$ cat config.mk
export PLATFORM = sky130hd
export DESIGN_NAME = sipo_receiver
export DESIGN_NICKNAME = d
export VERILOG_FILES = /design/src/rtl/sipo_pkg.sv /design/src/rtl/sipo_shift_core.sv /design/src/rtl/sipo_receiver.sv
export SDC_FILE = /design/constraint.sdc
export NUM_CORES = 1
export LEC_CHECK = 0
export CORE_MARGIN = 1
export CORE_UTILIZATION = 43
export CTS_CLUSTER_SIZE = 14
export DETAILED_ROUTE_END_ITERATION = 12
export GPL_TIMING_DRIVEN = 0
export PLACE_DENSITY = 0.72
export SYNTH_ARGS = -nofsm -noshare
export SYNTH_HDL_FRONTEND = slang
export SYNTH_SLANG_ARGS = --single-unit
$ cat constraint.sdc
create_clock -name clk -period 1.4 [get_ports clk]
set_input_delay 0.14 -clock clk [delete_from_list [all_inputs] [get_ports clk]]
set_output_delay 0.14 -clock clk [all_outputs]
set_load 0.02 [all_outputs]
$ cat src/rtl/sipo_pkg.sv
// Shared types and constants for the serial-in / parallel-out receiver.
package sipo_pkg;

    // Receiver word-assembly state: IDLE = no bits held, SHIFT = partial word held.
    typedef enum logic {
        IDLE  = 1'b0,
        SHIFT = 1'b1
    } sipo_state_e;

    // Bit-order encodings as seen on msb_first.
    localparam logic ORDER_LSB_FIRST = 1'b0;
    localparam logic ORDER_MSB_FIRST = 1'b1;

    localparam int SIPO_DEFAULT_WIDTH = 4;

endpackage

$ cat src/rtl/sipo_shift_core.sv
// Direction-controlled shift register. shifted_o is the register value with
// the current bit already inserted, so the owner can capture a completed word
// on the same edge that the register clears.
module sipo_shift_core
    import sipo_pkg::*;
#(
    parameter int WIDTH = SIPO_DEFAULT_WIDTH
) (
    input  logic             clk,
    input  logic             reset,
    input  logic             shift_i,
    input  logic             clr_i,
    input  logic             msb_first_i,
    input  logic             bit_i,
    output logic [WIDTH-1:0] shifted_o
);

    logic [WIDTH-1:0] sreg_q;
    logic [WIDTH-1:0] sreg_d;

    // MSB-first enters at bit 0 and moves up; LSB-first enters at the top and moves down.
    always_comb begin
        sreg_d = sreg_q;
        if (msb_first_i == ORDER_MSB_FIRST) begin
            sreg_d = {sreg_q[WIDTH-2:0], bit_i};
        end else begin
            sreg_d = {bit_i, sreg_q[WIDTH-1:1]};
        end
    end

    assign shifted_o = sreg_d;

    // Clear wins over shift; otherwise shift only on a strobe.
    always_ff @(posedge clk or posedge reset) begin
        if (reset) begin
            sreg_q <= '0;
        end else if (clr_i) begin
            sreg_q <= '0;
        end else if (shift_i) begin
            sreg_q <= sreg_d;
        end
    end

endmodule

$ cat src/rtl/sipo_receiver.sv
// Serial-to-parallel receiver with a one-deep valid/ready output register,
// sticky overrun flag and a sync input that drops any partial word.
module sipo_receiver
    import sipo_pkg::*;
#(
    parameter int WIDTH = SIPO_DEFAULT_WIDTH
) (
    input  logic             clk,
    input  logic             reset,
    input  logic             ser_in,
    input  logic             ser_en,
    input  logic             msb_first,
    input  logic             sync,
    output logic [WIDTH-1:0] out_data,
    output logic             out_valid,
    input  logic             out_ready,
    output logic             overrun,
    input  logic             ovr_clr,
    output logic             busy
);

    localparam int               CNT_W = $clog2(WIDTH);
    localparam logic [CNT_W-1:0] LAST  = CNT_W'(WIDTH - 1);

    sipo_state_e      state_q;
    logic [CNT_W-1:0] cnt_q;
    logic             order_q;
    logic             busy_q;

    logic [WIDTH-1:0] data_q;
    logic             valid_q;
    logic             ovr_q;

    logic             take_bit;
    logic             word_done;
    logic             cur_order;
    logic [WIDTH-1:0] word;

    // sync discards this cycle's bit; a word completes on the WIDTH-th sampled bit.
    assign take_bit  = ser_en & ~sync;
    assign word_done = take_bit & (state_q == SHIFT) & (cnt_q == LAST);
    // The first bit of a word uses the live order input; later bits the latched one.
    assign cur_order = (state_q == IDLE) ? msb_first : order_q;

    sipo_shift_core #(
        .WIDTH(WIDTH)
    ) u_core (
        .clk        (clk),
        .reset      (reset),
        .shift_i    (take_bit),
        .clr_i      (sync | word_done),
        .msb_first_i(cur_order),
        .bit_i      (ser_in),
        .shifted_o  (word)
    );

    // Word-assembly FSM: bit counter, latched order and busy flag.
    always_ff @(posedge clk or posedge reset) begin
        if (reset) begin
            state_q <= IDLE;
            cnt_q   <= '0;
            order_q <= ORDER_LSB_FIRST;
            busy_q  <= 1'b0;
        end else if (sync) begin
            state_q <= IDLE;
            cnt_q   <= '0;
            busy_q  <= 1'b0;
        end else if (ser_en) begin
            case (state_q)
                IDLE: begin
                    order_q <= msb_first;
                    cnt_q   <= CNT_W'(1);
                    state_q <= SHIFT;
                    busy_q  <= 1'b1;
                end
                SHIFT: begin
                    if (cnt_q == LAST) begin
                        cnt_q   <= '0;
                        state_q <= IDLE;
                        busy_q  <= 1'b0;
                    end else begin
                        cnt_q <= cnt_q + CNT_W'(1);
                    end
                end
                default: begin
                    state_q <= IDLE;
                    cnt_q   <= '0;
                    busy_q  <= 1'b0;
                end
            endcase
        end
    end

    // Output register: load when empty or being drained, else drop and flag overrun.
    always_ff @(posedge clk or posedge reset) begin
        if (reset) begin
            data_q  <= '0;
            valid_q <= 1'b0;
            ovr_q   <= 1'b0;
        end else begin
            if (word_done) begin
                if (!valid_q || out_ready) begin
                    data_q  <= word;
                    valid_q <= 1'b1;
                end
            end else if (valid_q && out_ready) begin
                valid_q <= 1'b0;
            end
            // A new overrun in the same cycle as a clear keeps the flag set.
            if (word_done && valid_q && !out_ready) begin
                ovr_q <= 1'b1;
            end else if (ovr_clr) begin
                ovr_q <= 1'b0;
            end
        end
    end

    assign out_data  = data_q;
    assign out_valid = valid_q;
    assign overrun   = ovr_q;
    assign busy      = busy_q;

endmodule

==> results.json <==
{
  "status": "finished with violations",
  "violations": "negative setup slack",
  "cts_root_buf": "clkbuf_4",
  "rows": 14,
  "synth_top_area_share_pct": 51.9,
  "syn-cell-area_um2": 723,
  "cpPeakStageDelay_ns": 0.35,
  "grt_overflow_total": 0,
  "path_max_fanout": 5,
  "synthTopCellsByArea": "dfrtp_1 52%, mux2i_1 8.3%, inv_1 4.7%",
  "r2r_setup_slack_ns": -0.03,
  "hp-class": "input pin to register",
  "cp-end-kind": "register",
  "synth_ff_type": "dfrtp_1",
  "synth_commonest_cells": "15 x dfrtp_1, 9 x inv_1, 6 x mux2i_1",
  "clock.fmax_mhz": 701,
  "wire_per_inst_um": 12.6,
  "synth_cells": 64,
  "cp.required_ns": 1.57,
  "yosysMostFrequentCell": "dfrtp_1",
  "async_flop_share_pct": 100,
  "drv_cap": 0,
  "cp_num_buf_inv": 1,
  "ir_worst_vdd_v": 0.000619,
  "cp.arrival_ns": 1.60,
  "ys.warnings.count": 0,
  "initial_utilization_pct": 46.9,
  "ys_ff_latch": 15,
  "yosys.area.top_type": "dfrtp_1",
  "synth_cell_types": 25,
  "dieArea_um2": 1850,
  "globalRouteTotalUtil_pct": 16.0,
  "wl_um": 1300,
  "slew_headroom_pct": 61.8,
  "syn_to_final_growth_pct": 37.9,
  "cts.reportedPaths.clkPinSlew_ns": 0.08,
  "htree_levels": 1,
  "ant_nets": 0,
  "drtPass1Iterations": 4,
  "clk_latency_ns": 0.28,
  "rsz0062_at_grt": "true",
  "drt_iter0_drc": 9,
  "grt_max_degree": 16,
  "fin_crit_sh_pct": 102,
  "fillers": 135,
  "setup_viol": 1,
  "gp_congestion": 0.770,
  "finalNonFillerCells": 103,
  "timing_worst_slew_pin_value_ns": 0.573,
  "finalPower_w": 0.000863,
  "finalClockSkew_ns": 0.00364,
  "synth_edf_count": 0,
  "die_w_um": 43.0,
  "cts_hold_buf": 0,
  "final_hold_viol_count": 0,
  "syn_area_per_cell_um2": 11.3,
  "start_kind": "register",
  "drt-vias-per-instance": 5.18,
  "critPathSlowestCell": "dfrtp_1",
  "p_leak_nw": 0.514,
  "cts_sinks": 15,
  "ios": 15,
  "worstPathCellList": "buf_6, mux2i_4, mux2_4, mux2_4",
  "diodes": 0,
  "powerDensity_nw_per_um2": 866,
  "route.detailed.drc": 0,
  "dp_hpwl_um": 852,
  "cts_buffer_depth": 2,
  "crit_top_cell": "mux2_4",
  "slew_violations": 0,
  "first_global_vias": 480,
  "io_buffer_count": 13,
  "setup_ws_ns": -0.0258,
  "min_period_ns": 1.43,
  "final_layout_size_suffix_gt1_share_pct": 21.8,
  "path_class": "register to register",
  "antenna_found_initial": 0,
  "post-place-cells": 93,
  "die_h_um": 43.0,
  "vias": 534,
  "critical_path.top_delay_family": "multiplexers",
  "synth_nets": 73,
  "ys_seq_area_share_pct": 51.9,
  "cts_tree": "yes",
  "nNetsFinal": 97,
  "numCtsBuffers": 3,
  "core-area_um2": 1540,
  "grt_first_pass_wirelength_um": 2100
}
[state kept, by name (all words and copies together) (netlist names)]
signal         flops
order_q            1
u_core.sreg_q      4
state_q            1
out_data           4
cnt_q              2
overrun            1
out_valid          1
busy               1
[power by group]
| part | leakage (nW) | internal, W | switching (W) |
|---|---|---|---|
| Combinational | 0.311 | 0.0000857 | 0.0000696 |
| Clock | 0.0150 | 0.000111 | 0.000128 |
| Sequential | 0.187 | 0.000454 | 0.0000148 |
[cells in the final DEF, fill, tap and decap left out, types with 2 or more instances in the layout]
master and n:
a21oi_1 3, buf_4 5, buf_6 2, clkbuf_1 2
clkbuf_4 3, clkdlybuf4s50_1 6, dfrtp_1 15, dlymetal6s2s_1 7
inv_1 9, mux2_4 2, mux2i_1 5, nand2_1 3
nand2b_1 2, nand3_1 2, nor2_1 3, o32ai_1 3
[logic make-up (layout without fill, tap and decap cells)]
kind of cell               after synthesis  count (layout)  share of synthesized area, %
AOI/OAI and AO/OA                       10              10                          9.69
and+or+nand+nor                         15              15                          11.4
adders and majority gates                1               1                          1.73
muxes                                   10              10                          17.1
buffers and inverters                   13              36                          8.13
DFF                                     15              15                          51.9
[routing by layer]
layer | global-route usage [%] | part of all wire (%) | routed length [um] | up-vias
li1 | - | - | - | 266
met1 | 21.8 | 48 | 622 | 248
met2 | 23.0 | 44 | 577 | 18
met3 | 7.66 | 6.9 | 90 | 2
met4 | 3.64 | 0.77 | 10 | 0
met5 | 0 | 0 | 0 | -
[final cells by class]
class / instances / area [um^2] / area share, %
Multi-Input combinational cell: 36 / 305 / 30.6
Clock buffer: 4 / 26.3 / 2.63
Sequential cell: 15 / 375 / 37.6
Inverter: 9 / 33.8 / 3.39
Buffer: 4 / 27.5 / 2.76
Timing Repair Buffer: 19 / 209 / 21.0
Tap cell: 16 / 20.0 / 2.01
[worst paths after layout]
| path | startpoint | to | cells past startpoint |
|---|---|---|---|
| setup / recovery | state_q | out_data[0] | 4 |
| hold / removal | sync | cnt_q[0] | 2 |
| setup reg to reg | state_q | out_data[0] | 4 |
| hold reg to reg | out_data[3] | out_data[3] | 2 |
| max in group asynchronous | reset | order_q | 2 |
| min in group asynchronous | reset | overrun | 2 |
[metrics by stage]
stage	util (%)	instance area [um^2]	setup slack (ns)	hold WS [ns]	setup TNS, ns
2_1_floorplan	-	723	-0.0164	0.0415	-0.0164
3_3_place_gp	56.7	873	-0.161	0.440	-0.499
3_5_place_dp	56.7	873	-0.159	0.449	-0.463
4_1_cts	60.6	935	0.00135	0.142	0
5_1_grt	64.7	997	-0.0570	0.152	-0.122
6_report	64.7	997	-0.0258	0.153	-0.0258
[what timing repair did]
action	in CTS	in global routing
pin swaps	1	1
setup endpoints to repair	2	12
gates resized for setup	2	10
setup buffers	4	2
(Power assumes the default switching activity.)
